`config.mk`:
```
export PLATFORM = sky130hd
export DESIGN_NAME = sal_sched_arbiter
export DESIGN_NICKNAME = d
export VERILOG_FILES = /design/src/rtl/sal_sched_arbiter.sv
export SDC_FILE = /design/constraint.sdc
export NUM_CORES = 1
export LEC_CHECK = 0
export CAP_MARGIN = 15
export CORE_AREA = 3 3 333 335
export CTS_BUF_LIST = sky130_fd_sc_hd__clkbuf_4
export CTS_CLUSTER_DIAMETER = 80
export DETAILED_ROUTE_END_ITERATION = 6
export DIE_AREA = 0 0 336 338
export HOLD_SLACK_MARGIN = 0.05
export SLEW_MARGIN = 5
export SYNTH_ARGS = -nofsm -noshare
export SYNTH_HDL_FRONTEND = slang
export SYNTH_SLANG_ARGS = --single-unit
```
`constraint.sdc`:
```
create_clock -name clk_i -period 9.6 [get_ports clk_i]
set_clock_uncertainty 0.2 [all_clocks]
set_input_delay 1.44 -clock clk_i [delete_from_list [all_inputs] [get_ports clk_i]]
set_output_delay 1.44 -clock clk_i [all_outputs]
set_load 0.005 [all_outputs]
```
`src/rtl/sal_sched_arbiter.sv`:
```
// sal_sched_arbiter: inter-bank command arbiter between the per-bank schedulers and the DFI
// command encoder. Grants at most one ACT/RD/WR/PRE/REF per cycle using fixed class priority
// (CAS > ACT > PRE > REF) and round-robin across banks, enforcing tRRD, tCCD, tWTR, tRTW and,
// optionally, tFAW. The granted command is registered and presented one cycle later.
//
// Optional feature macro: SAL_FAW_EN adds the t_faw_m1_i port and four-activate-window tracking.
//
// Ports:
//   clk_i, rst_ni                      clock, synchronous active-low reset
//   {act,rd,wr,pre,ref}_req_i          per-bank requests (bit i = bank i)
//   ra_i, ca_i, id_i, len_i            per-bank packed command fields (slice i = bank i)
//   {act,rd,wr,pre,ref}_gnt_o          combinational grants, at most one bit set overall
//   t_{rrd,ccd,wtr,rtw}_m1_i           timing values minus one, sampled when a counter loads
//   t_faw_m1_i                         tFAW minus one (SAL_FAW_EN only)
//   cmd_*_o                            registered granted command
module sal_sched_arbiter #(
  parameter int unsigned NUM_BANKS = 16,
  parameter int unsigned RA_WIDTH  = 16,
  parameter int unsigned CA_WIDTH  = 10,
  parameter int unsigned ID_WIDTH  = 4,
  parameter int unsigned LEN_WIDTH = 8,
  parameter int unsigned CNT_WIDTH = 8,
  localparam int unsigned BA_WIDTH = $clog2(NUM_BANKS)
) (
  input  logic                           clk_i,
  input  logic                           rst_ni,
  input  logic [NUM_BANKS-1:0]           act_req_i,
  input  logic [NUM_BANKS-1:0]           rd_req_i,
  input  logic [NUM_BANKS-1:0]           wr_req_i,
  input  logic [NUM_BANKS-1:0]           pre_req_i,
  input  logic [NUM_BANKS-1:0]           ref_req_i,
  input  logic [NUM_BANKS*RA_WIDTH-1:0]  ra_i,
  input  logic [NUM_BANKS*CA_WIDTH-1:0]  ca_i,
  input  logic [NUM_BANKS*ID_WIDTH-1:0]  id_i,
  input  logic [NUM_BANKS*LEN_WIDTH-1:0] len_i,
  output logic [NUM_BANKS-1:0]           act_gnt_o,
  output logic [NUM_BANKS-1:0]           rd_gnt_o,
  output logic [NUM_BANKS-1:0]           wr_gnt_o,
  output logic [NUM_BANKS-1:0]           pre_gnt_o,
  output logic [NUM_BANKS-1:0]           ref_gnt_o,
  input  logic [CNT_WIDTH-1:0]           t_rrd_m1_i,
  input  logic [CNT_WIDTH-1:0]           t_ccd_m1_i,
  input  logic [CNT_WIDTH-1:0]           t_wtr_m1_i,
  input  logic [CNT_WIDTH-1:0]           t_rtw_m1_i,
`ifdef SAL_FAW_EN
  input  logic [CNT_WIDTH-1:0]           t_faw_m1_i,
`endif
  output logic                           cmd_valid_o,
  output logic [2:0]                     cmd_type_o,
  output logic [BA_WIDTH-1:0]            cmd_ba_o,
  output logic [RA_WIDTH-1:0]            cmd_ra_o,
  output logic [CA_WIDTH-1:0]            cmd_ca_o,
  output logic [ID_WIDTH-1:0]            cmd_id_o,
  output logic [LEN_WIDTH-1:0]           cmd_len_o
);

  typedef enum logic [2:0] {CmdAct = 3'd0, CmdRd = 3'd1, CmdWr = 3'd2, CmdPre = 3'd3,
                            CmdRef = 3'd4} cmd_e;

  logic [CNT_WIDTH-1:0] rrd_cnt_q, rrd_cnt_d, ccd_cnt_q, ccd_cnt_d;
  logic [CNT_WIDTH-1:0] wtr_cnt_q, wtr_cnt_d, rtw_cnt_q, rtw_cnt_d;
  logic [BA_WIDTH-1:0]  rr_ptr_q, rr_ptr_d;

  logic                 cmd_valid_q, cmd_valid_d;
  logic [2:0]           cmd_type_q, cmd_type_d;
  logic [BA_WIDTH-1:0]  cmd_ba_q, cmd_ba_d;
  logic [RA_WIDTH-1:0]  cmd_ra_q, cmd_ra_d;
  logic [CA_WIDTH-1:0]  cmd_ca_q, cmd_ca_d;
  logic [ID_WIDTH-1:0]  cmd_id_q, cmd_id_d;
  logic [LEN_WIDTH-1:0] cmd_len_q, cmd_len_d;

  logic                 act_ok, rd_ok, wr_ok;
  logic [NUM_BANKS-1:0] rd_elig, wr_elig, cas_elig, act_elig, win_mask;
  logic [BA_WIDTH-1:0]  idx, sel_ba;
  logic                 sel_found, gnt_valid;
  cmd_e                 sel_type;

`ifdef SAL_FAW_EN
  // One slot per ACT in the rolling window; wptr points at the oldest of the last four.
  logic [3:0][CNT_WIDTH-1:0] faw_cnt_q, faw_cnt_d;
  logic [1:0]                faw_wptr_q, faw_wptr_d;
  assign act_ok = (rrd_cnt_q == '0) && (faw_cnt_q[faw_wptr_q] == '0);
`else
  assign act_ok = (rrd_cnt_q == '0);
`endif
  assign rd_ok = (ccd_cnt_q == '0) && (wtr_cnt_q == '0);
  assign wr_ok = (ccd_cnt_q == '0) && (rtw_cnt_q == '0);

  // Class select on eligible requesters only, so a timing-blocked class never starves lower ones.
  always_comb begin
    rd_elig   = rd_req_i & {NUM_BANKS{rd_ok}};
    wr_elig   = wr_req_i & {NUM_BANKS{wr_ok}};
    cas_elig  = rd_elig | wr_elig;
    act_elig  = act_req_i & {NUM_BANKS{act_ok}};
    win_mask  = ref_req_i;
    sel_type  = CmdRef;
    if (|cas_elig) begin
      win_mask = cas_elig;
      sel_type = CmdRd;
    end else if (|act_elig) begin
      win_mask = act_elig;
      sel_type = CmdAct;
    end else if (|pre_req_i) begin
      win_mask = pre_req_i;
      sel_type = CmdPre;
    end
    sel_found = 1'b0;
    sel_ba    = '0;
    idx       = '0;
    for (int unsigned k = 0; k < NUM_BANKS; k++) begin
      idx = rr_ptr_q + BA_WIDTH'(k);  // wraps naturally since NUM_BANKS is a power of two
      if (!sel_found && win_mask[idx]) begin
        sel_found = 1'b1;
        sel_ba    = idx;
      end
    end
    if (sel_type == CmdRd && !rd_elig[sel_ba]) sel_type = CmdWr;
    gnt_valid = sel_found && rst_ni;
  end

  always_comb begin
    act_gnt_o = '0;
    rd_gnt_o  = '0;
    wr_gnt_o  = '0;
    pre_gnt_o = '0;
    ref_gnt_o = '0;
    if (gnt_valid) begin
      unique case (sel_type)
        CmdAct:  act_gnt_o[sel_ba] = 1'b1;
        CmdRd:   rd_gnt_o[sel_ba]  = 1'b1;
        CmdWr:   wr_gnt_o[sel_ba]  = 1'b1;
        CmdPre:  pre_gnt_o[sel_ba] = 1'b1;
        CmdRef:  ref_gnt_o[sel_ba] = 1'b1;
        default: ;
      endcase
    end
  end

  // Counters saturate at zero; a grant load takes precedence over the decrement.
  always_comb begin
    rrd_cnt_d = (rrd_cnt_q != '0) ? rrd_cnt_q - CNT_WIDTH'(1) : rrd_cnt_q;
    ccd_cnt_d = (ccd_cnt_q != '0) ? ccd_cnt_q - CNT_WIDTH'(1) : ccd_cnt_q;
    wtr_cnt_d = (wtr_cnt_q != '0) ? wtr_cnt_q - CNT_WIDTH'(1) : wtr_cnt_q;
    rtw_cnt_d = (rtw_cnt_q != '0) ? rtw_cnt_q - CNT_WIDTH'(1) : rtw_cnt_q;
`ifdef SAL_FAW_EN
    faw_wptr_d = faw_wptr_q;
    for (int i = 0; i < 4; i++) begin
      faw_cnt_d[i] = (faw_cnt_q[i] != '0) ? faw_cnt_q[i] - CNT_WIDTH'(1) : faw_cnt_q[i];
    end
`endif
    rr_ptr_d    = rr_ptr_q;
    cmd_valid_d = gnt_valid;
    cmd_type_d  = cmd_type_q;
    cmd_ba_d    = cmd_ba_q;
    cmd_ra_d    = cmd_ra_q;
    cmd_ca_d    = cmd_ca_q;
    cmd_id_d    = cmd_id_q;
    cmd_len_d   = cmd_len_q;
    if (gnt_valid) begin
      rr_ptr_d   = sel_ba + BA_WIDTH'(1);
      cmd_type_d = sel_type;
      cmd_ba_d   = sel_ba;
      cmd_ra_d   = ra_i[sel_ba*RA_WIDTH +: RA_WIDTH];
      cmd_ca_d   = ca_i[sel_ba*CA_WIDTH +: CA_WIDTH];
      cmd_id_d   = id_i[sel_ba*ID_WIDTH +: ID_WIDTH];
      cmd_len_d  = len_i[sel_ba*LEN_WIDTH +: LEN_WIDTH];
      if (sel_type == CmdAct) begin
        rrd_cnt_d = t_rrd_m1_i;
`ifdef SAL_FAW_EN
        faw_cnt_d[faw_wptr_q] = t_faw_m1_i;
        faw_wptr_d            = faw_wptr_q + 2'd1;
`endif
      end
      if (sel_type == CmdRd) begin
        ccd_cnt_d = t_ccd_m1_i;
        rtw_cnt_d = t_rtw_m1_i;
      end
      if (sel_type == CmdWr) begin
        ccd_cnt_d = t_ccd_m1_i;
        wtr_cnt_d = t_wtr_m1_i;
      end
    end
  end

  always_ff @(posedge clk_i) begin
    if (!rst_ni) begin
      rrd_cnt_q   <= '0;
      ccd_cnt_q   <= '0;
      wtr_cnt_q   <= '0;
      rtw_cnt_q   <= '0;
      rr_ptr_q    <= '0;
      cmd_valid_q <= 1'b0;
      cmd_type_q  <= '0;
      cmd_ba_q    <= '0;
      cmd_ra_q    <= '0;
      cmd_ca_q    <= '0;
      cmd_id_q    <= '0;
      cmd_len_q   <= '0;
`ifdef SAL_FAW_EN
      faw_cnt_q   <= '0;
      faw_wptr_q  <= '0;
`endif
    end else begin
      rrd_cnt_q   <= rrd_cnt_d;
      ccd_cnt_q   <= ccd_cnt_d;
      wtr_cnt_q   <= wtr_cnt_d;
      rtw_cnt_q   <= rtw_cnt_d;
      rr_ptr_q    <= rr_ptr_d;
      cmd_valid_q <= cmd_valid_d;
      cmd_type_q  <= cmd_type_d;
      cmd_ba_q    <= cmd_ba_d;
      cmd_ra_q    <= cmd_ra_d;
      cmd_ca_q    <= cmd_ca_d;
      cmd_id_q    <= cmd_id_d;
      cmd_len_q   <= cmd_len_d;
`ifdef SAL_FAW_EN
      faw_cnt_q   <= faw_cnt_d;
      faw_wptr_q  <= faw_wptr_d;
`endif
    end
  end

  assign cmd_valid_o = cmd_valid_q;
  assign cmd_type_o  = cmd_type_q;
  assign cmd_ba_o    = cmd_ba_q;
  assign cmd_ra_o    = cmd_ra_q;
  assign cmd_ca_o    = cmd_ca_q;
  assign cmd_id_o    = cmd_id_q;
  assign cmd_len_o   = cmd_len_q;

endmodule

```
==> flow_summary.rst, run 1 <==
.. list-table::
   :header-rows: 1

   * - Metric
     - Value
   * - Run status
     - finished clean
   * - Number of remaining DRC errors
     - 0
   * - Sequential area share after synthesis
     - a little under an eighth
   * - Die outline area
     - between 0.1 and 0.15 mm2
   * - Multi-input gate area in the final layout
     - roughly 0.011 mm2
   * - Layout fillers
     - between 10000 and 15000
   * - Flops & latches, synth
     - 82
   * - Initial antenna violation count
     - 50
   * - Worst-margin pin slew
     - about 1100 ps
   * - Number of vias after detailed routing
     - 18910
   * - Core footprint
     - approximately 0.11 mm2
   * - Number of nets produced by synthesis
     - approximately 2600
   * - Number of H-tree levels
     - 3
   * - Highest routed layer
     - met5
   * - Clk root buf
     - sky130_fd_sc_hd__clkbuf_4
   * - NumNets Final
     - approximately 3500
   * - Flip-flop and latch area
     - 0.001642 mm2
   * - Average vias per placed instance
     - around 4.5
   * - Final period demand of the worst path
     - 9357 ps
   * - Clock input transition at the sequential cells of the worst setup and hold paths
     - between 150 and 200 ps
   * - Global-route usage over all layers
     - 17.91%
   * - Number of synthesized flops with an enable pin
     - 0
   * - Async SR Flop Fraction
     - 0%
   * - Worst Hold Class
     - register to register
   * - Total length of routed met3 wires
     - 9583 um
   * - Vias in the first global route
     - around 18000
   * - Clock latency at the later pin of the worst-skew pair
     - between 600 and 700 ps
   * - Count of final setup violators
     - 0
   * - Avg WL per Cell
     - around 26 um
   * - Length of routed wiring on met1
     - 47690 um
   * - Max Fanout on Critical Path
     - 16
   * - Drt pass-1 iters
     - 5
   * - Clock tree from TritonCTS
     - done
   * - Sinks on the clock net
     - between 80 and 90
   * - Number of port buffers
     - ~850
   * - Total I/O pin count
     - approximately 850
   * - Gr ovfl total
     - 0
   * - Unique masters post-synth
     - 97
   * - Worst path required time
     - 7960 ps
   * - Post-detail-place hpwl
     - between 90000 and 100000 um
   * - Floorplan die width
     - around 340 um
   * - Category of the most critical setup path
     - input pin to output pin
   * - Endpoint kind of the worst setup timing path
     - output pin
   * - Clock buffer count from CTS
     - 9
   * - Cts hold-fix bufs
     - 0
   * - Die Span Y
     - approximately 340 um
   * - Max-slew violations
     - 0
   * - Residual antenna-violating net count after detailed routing
     - 0
   * - Mapped Cells
     - approximately 1800
   * - Slew Limit Headroom
     - between 20 and 30%
   * - Max-capacitance violation count
     - 0
   * - CP Launch Type
     - input pin
   * - Number of hold violations in the final report
     - 0
   * - Data arrival, critical path
     - just under 8000 ps
   * - Commonest cells after routing, fill and taps aside
     - sky130_fd_sc_hd__clkdlybuf4s50_1, sky130_fd_sc_hd__mux2i_1, sky130_fd_sc_hd__nand2_1, sky130_fd_sc_hd__buf_4, sky130_fd_sc_hd__nor2_1
   * - Placer congestion estimate
     - roughly 0.93
   * - Initial standard-cell utilization of the core
     - between 10% and 20%
   * - Detailed-route wire length
     - 108600 um
   * - Pin count of the biggest net entering global routing
     - about 140
   * - Met2 Wirelength
     - about 50000 um
   * - Most common cell after layout, fill and taps aside
     - sky130_fd_sc_hd__clkdlybuf4s50_1
   * - Combined area of all synthesized cells
     - around 0.014 mm2
   * - Fmax
     - ~110 MHz
   * - Area Growth Syn to Fin
     - 86.30%
   * - Final worst-path cycle share
     - between 90 and 100%
   * - Non-filler cells in the finished layout
     - between 4000 and 5000
   * - Worst setup slack for register-to-register paths
     - around 1700 ps
   * - Number of synthesis warnings
     - 0
   * - Top flip-flop cell by instance count after synthesis
     - sky130_fd_sc_hd__dfxtp_1
   * - Average size of a mapped cell
     - between 7 and 8 um2
   * - First-pass GRT wire length
     - 142700 um
   * - Violation count after the first detailed-routing iteration
     - roughly 1500
   * - Worst Hold Margin
     - approximately 270 ps
   * - Number of buffers on the longest clock path
     - 2
   * - Number of cell rows
     - around 120
   * - Post-Place Cells
     - ~4200
   * - Setup Total Neg Slack
     - 0 ps
   * - Share of cells above drive strength 1
     - 14.47%
[worst max-delay path: stages]
cell and delay [ps]:
sky130_fd_sc_hd__clkdlybuf4s50_1 470, sky130_fd_sc_hd__nor4_4 330, sky130_fd_sc_hd__nand4_1 140, sky130_fd_sc_hd__buf_4 160
sky130_fd_sc_hd__a22o_2 280, sky130_fd_sc_hd__buf_4 190, sky130_fd_sc_hd__or3_1 410, sky130_fd_sc_hd__and2_1 180
sky130_fd_sc_hd__mux4_2 490, sky130_fd_sc_hd__mux4_2 550, sky130_fd_sc_hd__buf_4 180, sky130_fd_sc_hd__nand3_1 70
sky130_fd_sc_hd__o2111ai_1 190, sky130_fd_sc_hd__a211o_1 340, sky130_fd_sc_hd__o21ai_4 190, sky130_fd_sc_hd__buf_12 160
sky130_fd_sc_hd__inv_16 40, sky130_fd_sc_hd__buf_4 130, sky130_fd_sc_hd__o211ai_1 180, sky130_fd_sc_hd__o211ai_1 170
sky130_fd_sc_hd__a211oi_4 290, sky130_fd_sc_hd__a21oi_2 80, sky130_fd_sc_hd__buf_12 170, sky130_fd_sc_hd__buf_4 170
sky130_fd_sc_hd__nor4_2 130, sky130_fd_sc_hd__clkdlybuf4s50_1 540
[final cells by class]
type | instances | share of cell area, %
diodes | 21 | 0.2046
clock buffers | 9 | 0.2631
clock inverters | 7 | 0.3362
inverters | 32 | 0.5603
multi-input cells | 1559 | 44.75
flip-flops and latches | 82 | 6.393
well taps | 1414 | 6.890
repair buffers | 1076 | 40.60
[synthesized netlist by cell type, drive strengths merged (5+ instances only)]
cell type,count,area (um2)
or2,12,75.07
a21oi,48,244.0
a211o,8,70.07
and2,10,62.56
nand2b,6,37.54
nor3b,6,45.04
a21o,5,37.54
inv,30,115.1
o2111ai,5,43.79
buf,74,394.1
or3,13,91.34
o32ai,5,51.30
xnor2,26,227.7
mux2,43,484.2
mux2i,333,3333
mux4,18,405.4
nand4,6,43.79
o31ai,8,73.82
a31oi,12,75.07
a22o,9,78.83
a221oi,16,140.1
o211a,45,450.4
nor3,42,215.2
dfxtp,82,1642
nand3,107,540.5
nand2,294,1111
nor4,37,319.1
a22oi,24,180.2
a32oi,40,350.3
a221o,8,80.08
o21ai,105,540.5
and4,15,131.4
clkbuf,82,307.8
xor2,14,122.6
nor2,117,474.2
a211oi,18,170.2
ha,19,237.7
and3,6,37.54
or4,6,52.55
o211ai,16,130.1
nor4b,7,98.85
o21a,7,52.55
[through the flow]
stage / utilization [%] / cell area [um2] / worst slack (ps)
2_1_floorplan: - / 13780 / 1032
3_3_place_gp: 23.30 / 25260 / -414.0
3_5_place_dp: 23.30 / 25260 / -353.6
4_1_cts: 23.50 / 25470 / 23.79
5_1_grt: 23.66 / 25650 / -6.154
6_report: 23.69 / 25680 / 243.1
[routing by layer]
metal,global-route usage (%),vias up
met5,0,-
met4,5.754,14
met3,5.334,121
met2,27.22,909
met1,24.13,9091
li1,-,8770
[logic make-up after synthesis]
group | after synthesis | share of synthesized area, %
compound gates | 415 | 22.62
xor+xnor | 40 | 2.542
fa+ha+maj | 19 | 1.725
buf+inv | 188 | 5.991
flops | 82 | 11.91
mux | 394 | 30.64
simple gates | 691 | 24.57
[sequential cells by signal (all words and copies together), names as in the netlist]
name,flops
rr_ptr_q,4
cmd_ba_o,4
rtw_cnt_q,8
cmd_id_o,4
cmd_type_o,3
cmd_ra_o,16
cmd_len_o,8
cmd_ca_o,10
rrd_cnt_q,8
wtr_cnt_q,8
cmd_valid_o,1
ccd_cnt_q,8
[worst paths after layout]
check                from            to  cells past startpoint
max          wr_req_i[15]   rd_gnt_o[2]                     26
min           cmd_ra_o[4]   cmd_ra_o[4]                      2
max reg2reg  ccd_cnt_q[2]  cmd_len_o[1]                     30
min reg2reg   cmd_ra_o[4]   cmd_ra_o[4]                      2
[repair_timing]
action	in CTS	in global routing
pin swaps	1	7
gates resized for setup	8	41
endpoints found under the setup margin	57	68
setup buffers	1	0
Power of run 1 is not shown: default switching activity piles up to over one toggle a cycle in this logic, so the estimate is an artifact.
==> run 2: changes to the inputs <==
RECOVER_POWER = 100   (was unset)
==> flow_summary.rst, run 2 (synthesized netlist as in run 1, its figures left out) <==
.. list-table::
   :header-rows: 1

   * - Metric
     - Value
   * - Run status
     - complete, but fails checks (was finished clean)
   * - Violations in the final reports
     - capacitance limit, slew limit
   * - Max-slew violations
     - 108 (was 0)
   * - Clk root buf
     - sky130_fd_sc_hd__clkbuf_4 (unchanged)
   * - Core footprint
     - 0.1084 mm2 (unchanged)
   * - CP Launch Type
     - input pin (unchanged)
   * - Fmax
     - 106.8 MHz (was 106.9 MHz)
   * - Gr ovfl total
     - 0 (unchanged)
   * - Endpoint kind of the worst setup timing path
     - output pin (unchanged)
   * - Count of final setup violators
     - 0 (unchanged)
   * - Commonest cells after routing, fill and taps aside
     - sky130_fd_sc_hd__clkdlybuf4s50_1, sky130_fd_sc_hd__mux2i_1, sky130_fd_sc_hd__nand2_1, sky130_fd_sc_hd__buf_4, sky130_fd_sc_hd__nor2_1 (unchanged)
   * - R2r endpoint
     - cmd_len_o[1] (unchanged)
   * - Number of hold violations in the final report
     - 0 (unchanged)
   * - Total I/O pin count
     - 848 (unchanged)
   * - Grt peak-use layer
     - met2 (unchanged)
   * - GRT met2 Usage
     - 27.22% (unchanged)
   * - Source of the worst hold timing path
     - cmd_ra_o[4] (unchanged)
   * - Reg-to-reg critical path startpoint
     - ccd_cnt_q[2] (unchanged)
   * - Hold Path Cell Cnt
     - 2 (unchanged)
   * - Global-route track usage on met1
     - 24.13% (unchanged)
   * - Max Fanout on Critical Path
     - 13 (was 16)
   * - Hold-critical path endpoint
     - cmd_ra_o[4] (unchanged)
   * - Post-detail-place hpwl
     - 93180 um (unchanged)
   * - Worst Hold Class
     - register to register (unchanged)
   * - Initial antenna violation count
     - 50 (unchanged)
   * - Number of cells traversed by the worst register-to-register path
     - 30 (unchanged)
   * - Residual antenna-violating net count after detailed routing
     - 0 (unchanged)
   * - Slack of the critical path
     - 238.0 ps (was 243.1 ps)
   * - Number of cell rows
     - 121 (unchanged)
   * - Data arrival, critical path
     - 7720 ps (about the same)
   * - Clock input transition at the sequential cells of the worst setup and hold paths
     - 190 ps (about the same)
   * - Worst Hold Margin
     - 265.2 ps (was 269.0 ps)
   * - Area of all placed cells without fillers
     - 0.02553 mm2 (was 0.02568 mm2)
   * - Post-placement setup slack
     - -353.6 ps (unchanged)
   * - Max FFs per register
     - 16 (unchanged)
   * - Average vias per placed instance
     - 4.478 (was 4.501)
   * - NumNets Final
     - 3501 (unchanged)
   * - Detailed-route wire length
     - 108400 um (was 108600 um)
   * - Number of remaining DRC errors
     - 0 (unchanged)
   * - Most common cell after layout, fill and taps aside
     - sky130_fd_sc_hd__clkdlybuf4s50_1 (unchanged)
   * - Clock tree from TritonCTS
     - done (unchanged)
   * - Share of cells above drive strength 1
     - 13.67% (was 14.47%)
   * - Slew Limit Headroom
     - -31.91% (was 27.51%)
   * - Number of H-tree levels
     - 3 (unchanged)
   * - Number of buffers on the longest clock path
     - 2 (unchanged)
   * - Placer congestion estimate
     - 0.9288 (unchanged)
   * - Layout fillers
     - 12110 (was 12080)
   * - Drt pass-1 iters
     - 5 (unchanged)
   * - Final worst-path cycle share
     - 97.52% (was 97.47%)
   * - Avg WL per Cell
     - 25.81 um (was 25.85 um)
   * - Die outline area
     - 0.1136 mm2 (unchanged)
   * - Global-route usage over all layers
     - 17.91% (unchanged)
   * - Clock latency at the later pin of the worst-skew pair
     - 670 ps (was 640 ps)
   * - Pin count of the biggest net entering global routing
     - 141 (unchanged)
   * - Max-capacitance violation count
     - 2 (was 0)
   * - Number of vias after detailed routing
     - 18810 (was 18910)
   * - Violation count after the first detailed-routing iteration
     - 1499 (was 1491)
   * - Vias in the first global route
     - 17590 (unchanged)
   * - Clock buffer count from CTS
     - 9 (unchanged)
   * - Category of the most critical setup path
     - input pin to output pin (unchanged)
   * - Worst setup slack for register-to-register paths
     - 520 ps (was 1730 ps)
   * - Number of port buffers
     - 847 (unchanged)
   * - Standard cell area after detailed placement
     - 0.02526 mm2 (unchanged)
   * - Met3 Resource Use GR
     - 5.334% (unchanged)
   * - Area Growth Syn to Fin
     - 85.20% (was 86.30%)
   * - Worst path required time
     - 7960 ps (about the same)
   * - Final period demand of the worst path
     - 9362 ps (was 9357 ps)
   * - Worst-margin pin slew
     - 1967 ps (was 1087 ps)
   * - Die Span Y
     - 338 um (unchanged)
   * - Sinks on the clock net
     - 82 (unchanged)
   * - First-pass GRT wire length
     - 142700 um (unchanged)
   * - Cts hold-fix bufs
     - 0 (unchanged)
   * - Floorplan die width
     - 336 um (unchanged)
   * - Initial standard-cell utilization of the core
     - 12.72% (unchanged)
-- run 2: cell types whose count changed in the layout (fill, tap and decap cells not counted), sizes merged --
cell           previous run  this run
buf                     232       210
clkbuf                    9        31
clkdlybuf4s25             0        10
clkdlybuf4s50           820       736
diode                    21        22
dlygate4sd3               0        84
dlymetal6s2s             24        14
-- run 2: timing repair --
item                                    CTS  global route
endpoints found under the setup margin   57            68
endpoints found under the hold margin     0             0
pin swaps                                 1             7
resized for setup                         8            41
setup buffers                             1             0
cloned                                    0             0
-- run 2: metal layers --
layer	vias to the layer above	routed length [um]
li1	8775	-
met1	8994	47120
met2	915	48340
met3	115	10230
met4	14	2670
met5	-	87
-- run 2: stage by stage --
| stage | std cells | TNS [ps] | utilization (%) |
|---|---|---|---|
| floorplan | 1829 | 0 | - |
| global placement | 4162 | -11410 | 23.30 |
| detailed placement | 4162 | -7934 | 23.30 |
| CTS | 4179 | 0 | 23.50 |
| global route | 4189 | -25.87 | 23.52 |
| finish | 4201 | 0 | 23.55 |
-- run 2: critical path: stages --
cell and delay (ps):
sky130_fd_sc_hd__clkdlybuf4s50_1 540, sky130_fd_sc_hd__nor4_1 80, sky130_fd_sc_hd__and4_2 330, sky130_fd_sc_hd__a221oi_1 420, sky130_fd_sc_hd__or3_1 210, sky130_fd_sc_hd__buf_4 130, sky130_fd_sc_hd__nand2_1 60, sky130_fd_sc_hd__mux4_2 530
sky130_fd_sc_hd__buf_4 170, sky130_fd_sc_hd__o211a_1 210, sky130_fd_sc_hd__nor3_1 440, sky130_fd_sc_hd__nand3_1 220, sky130_fd_sc_hd__buf_4 190, sky130_fd_sc_hd__or3_4 430, sky130_fd_sc_hd__clkbuf_1 150, sky130_fd_sc_hd__or4_4 530
sky130_fd_sc_hd__o31ai_4 90, sky130_fd_sc_hd__buf_12 190, sky130_fd_sc_hd__nand2_4 150, sky130_fd_sc_hd__clkbuf_2 280, sky130_fd_sc_hd__buf_4 210, sky130_fd_sc_hd__nor2_1 80, sky130_fd_sc_hd__dlygate4sd3_1 600
-- run 2: worst max-delay path by stage --
| stage | startpoint | slack [ps] | cells after the start | endpoint |
|---|---|---|---|---|
| 2_1_floorplan | rd_req_i[12] | 1030 | 23 | wr_gnt_o[3] |
| 3_3_place_gp | wr_req_i[5] | -410 | 24 | rd_gnt_o[11] |
| 3_5_place_dp | wr_req_i[5] | -350 | 24 | rd_gnt_o[3] |
| 4_1_cts | wr_req_i[11] | 20 | 25 | rd_gnt_o[3] |
| 5_1_grt | rd_req_i[0] | -10 | 24 | wr_gnt_o[8] |
| 6_report | pre_req_i[9] | 240 | 23 | ref_gnt_o[3] |
-- run 2: final cells by class --
type | count | area, um2 | area share (%)
well taps | 1414 | 1769 | 6.931
clock inverters | 7 | 86.33 | 0.3382
clock buffers | 9 | 67.56 | 0.2647
flip-flops and latches | 82 | 1642 | 6.431
multi-input cells | 1559 | 11440 | 44.82
inverters | 32 | 143.9 | 0.5637
repair buffers | 1076 | 10320 | 40.43
diodes | 22 | 55.05 | 0.2157
Power of run 2 is left out for the same reason.
==> run 3: changes to the inputs <==
MAX_ROUTING_LAYER = met4   (was unset)
==> flow_summary.rst, run 3 (synthesized netlist as in run 1, its figures left out) <==
.. list-table::
   :header-rows: 1

   * - Metric
     - Value
   * - Clock latency at the later pin of the worst-skew pair
     - 650 ps (was 670 ps)
   * - Global-route usage over all layers
     - 18.51% (was 17.91%)
   * - Worst-margin pin slew
     - 2627 ps (was 1967 ps)
   * - Data arrival, critical path
     - 7850 ps (was 7720 ps)
   * - Count of final setup violators
     - 0 (unchanged)
   * - Vias in the first global route
     - 17610 (was 17590)
   * - R2r endpoint
     - cmd_len_o[0] (was cmd_len_o[1])
   * - Die outline area
     - 0.1136 mm2 (unchanged)
   * - Die Span Y
     - 338 um (unchanged)
   * - Initial standard-cell utilization of the core
     - 12.72% (unchanged)
   * - Category of the most critical setup path
     - input pin to output pin (unchanged)
   * - Clock input transition at the sequential cells of the worst setup and hold paths
     - 210 ps (was 190 ps)
   * - NumNets Final
     - 3509 (was 3501)
   * - Reg-to-reg critical path startpoint
     - ccd_cnt_q[2] (unchanged)
   * - Fmax
     - 105.3 MHz (was 106.8 MHz)
   * - Post-detail-place hpwl
     - 93360 um (was 93180 um)
   * - Setup Total Neg Slack
     - 0 ps (unchanged)
   * - Placer congestion estimate
     - 0.9705 (was 0.9288)
   * - Worst path required time
     - 7960 ps (about the same)
   * - Slew Limit Headroom
     - -75.13% (was -31.91%)
   * - Avg WL per Cell
     - 26.02 um (was 25.81 um)
   * - Worst Hold Margin
     - 278.7 ps (was 265.2 ps)
   * - Max-slew violations
     - 48 (was 108)
   * - Core footprint
     - 0.1084 mm2 (unchanged)
   * - Final worst-path cycle share
     - 98.89% (was 97.52%)
   * - Max-capacitance violation count
     - 1 (was 2)
   * - Drt pass-1 iters
     - 7 (was 5)
   * - Initial antenna violation count
     - 51 (was 50)
   * - Gr ovfl total
     - 0 (unchanged)
   * - Termination of the worst setup path
     - wr_gnt_o[12] (was ref_gnt_o[3])
   * - Worst setup slack for register-to-register paths
     - 520 ps (about the same)
   * - Number of remaining DRC errors
     - 0 (unchanged)
   * - Detailed-route wire length
     - 109800 um (was 108400 um)
   * - Cts hold-fix bufs
     - 0 (unchanged)
   * - Clock tree from TritonCTS
     - done (unchanged)
   * - CP Launch Type
     - input pin (unchanged)
   * - Share of cells above drive strength 1
     - 14.57% (was 13.67%)
   * - Number of cell rows
     - 121 (unchanged)
   * - Floorplan die width
     - 336 um (unchanged)
   * - Violation count after the first detailed-routing iteration
     - 1648 (was 1499)
   * - Commonest cells after routing, fill and taps aside
     - sky130_fd_sc_hd__clkdlybuf4s50_1, sky130_fd_sc_hd__mux2i_1, sky130_fd_sc_hd__nand2_1, sky130_fd_sc_hd__buf_4, sky130_fd_sc_hd__nor2_1 (unchanged)
   * - Max FFs per register
     - 16 (unchanged)
   * - Post-Place Cells
     - 4159 (was 4162)
   * - Number of hold violations in the final report
     - 0 (unchanged)
   * - Post-route core utilization
     - 23.77% (was 23.55%)
   * - Run status
     - complete, but fails checks (unchanged)
   * - Clk root buf
     - sky130_fd_sc_hd__clkbuf_4 (unchanged)
   * - Total I/O pin count
     - 848 (unchanged)
   * - Number of H-tree levels
     - 3 (unchanged)
   * - First-pass GRT wire length
     - 142700 um (about the same)
   * - Pin count of the biggest net entering global routing
     - 143 (was 141)
   * - Clock buffer count from CTS
     - 9 (unchanged)
   * - Number of cells traversed by the worst register-to-register path
     - 25 (was 30)
   * - Non-filler cells in the finished layout
     - 4219 (was 4201)
   * - Worst Hold Class
     - register to register (unchanged)
   * - Sinks on the clock net
     - 82 (unchanged)
   * - Final period demand of the worst path
     - 9493 ps (was 9362 ps)
   * - Max Fanout on Critical Path
     - 8 (was 13)
   * - Violations in the final reports
     - capacitance limit, slew limit (unchanged)
   * - Average vias per placed instance
     - 4.529 (was 4.478)
   * - Area Growth Syn to Fin
     - 86.91% (was 85.20%)
   * - Number of vias after detailed routing
     - 19110 (was 18810)
   * - Number of port buffers
     - 847 (unchanged)
   * - Residual antenna-violating net count after detailed routing
     - 0 (unchanged)
   * - Endpoint kind of the worst setup timing path
     - output pin (unchanged)
   * - Number of buffers on the longest clock path
     - 2 (unchanged)
   * - Most common cell after layout, fill and taps aside
     - sky130_fd_sc_hd__clkdlybuf4s50_1 (unchanged)
   * - Start point of the critical path
     - wr_req_i[10] (was pre_req_i[9])
run 3: cell types whose count changed in the layout (fill, tap and decap cells not counted), moves of 4 or more:
cell and change:
sky130_fd_sc_hd__clkdlybuf4s25_1 -10, sky130_fd_sc_hd__diode_2 +10, sky130_fd_sc_hd__a211oi_1 -4, sky130_fd_sc_hd__dlymetal6s2s_1 +11
sky130_fd_sc_hd__a211oi_2 +4
run 3: metal layers:
metal / part of all wire [%] / wire length [um] / track usage (%) / vias to the layer above
li1: - / - / - / 8805
met3: 7.9 / 8661 / 4.899 / 106
met4: 2.7 / 2970 / 3.995 / 0
met5: 0 / 0 / - / -
met1: 45 / 49810 / 24.74 / 9211
met2: 44 / 48360 / 27.86 / 986
run 3: final cells by class:
| type | count | area (um2) |
|---|---|---|
| Antenna cell | 32 | 80.08 |
| Clock buffer | 9 | 67.56 |
| Clock inverter | 7 | 81.33 |
| Fill cell | 12000 | 82640 |
| Inverter | 32 | 143.9 |
| Multi-Input combinational cell | 1559 | 11550 |
| Sequential cell | 82 | 1642 |
| Tap cell | 1414 | 1769 |
| Timing Repair Buffer | 1084 | 10430 |
run 3: worst max-delay path, cell delays in order:
cell,delay (ps)
sky130_fd_sc_hd__clkdlybuf4s50_1,440
sky130_fd_sc_hd__nor4_2,240
sky130_fd_sc_hd__buf_4,200
sky130_fd_sc_hd__nand4_1,110
sky130_fd_sc_hd__buf_4,180
sky130_fd_sc_hd__a22o_4,240
sky130_fd_sc_hd__a221oi_2,270
sky130_fd_sc_hd__a211oi_1,130
sky130_fd_sc_hd__mux4_2,530
sky130_fd_sc_hd__mux4_2,510
sky130_fd_sc_hd__buf_4,180
sky130_fd_sc_hd__nand2b_1,230
sky130_fd_sc_hd__a311o_1,350
sky130_fd_sc_hd__a32o_2,280
sky130_fd_sc_hd__o21ai_4,190
sky130_fd_sc_hd__buf_12,160
sky130_fd_sc_hd__inv_16,40
sky130_fd_sc_hd__mux2_1,320
sky130_fd_sc_hd__o211ai_1,280
sky130_fd_sc_hd__a211oi_4,120
sky130_fd_sc_hd__a21oi_4,470
sky130_fd_sc_hd__buf_12,210
sky130_fd_sc_hd__and4_1,200
sky130_fd_sc_hd__clkdlybuf4s50_1,510
run 3: worst min-delay path by stage:
stage,startpoint,to,slack [ps],cells after the start
floorplan,cmd_type_o[2],cmd_type_o[2],250,2
global placement,cmd_type_o[2],cmd_type_o[2],240,2
detailed placement,cmd_ca_o[3],cmd_ca_o[3],250,2
CTS,cmd_ca_o[7],cmd_ca_o[7],270,2
global route,cmd_ca_o[7],cmd_ca_o[7],310,2
finish,cmd_type_o[2],cmd_type_o[2],280,2
run 3: stage by stage:
stage / setup slack (ps) / cell area [um2]
detailed placement: -381.7 / 25240
global placement: -835.6 / 25230
global route: -23.43 / 25730
CTS: 36.25 / 25450
floorplan: 1032 / 13780
finish: 107.0 / 25760
run 3: what timing repair did:
item,4_1_cts,5_1_grt
hold endpoints to repair,0,0
setup buffers,1,9
gates cloned,0,1
endpoints found under the setup margin,56,73
gates resized for setup,7,67
pin swaps,3,17
Power of run 3 is left out for the same reason.
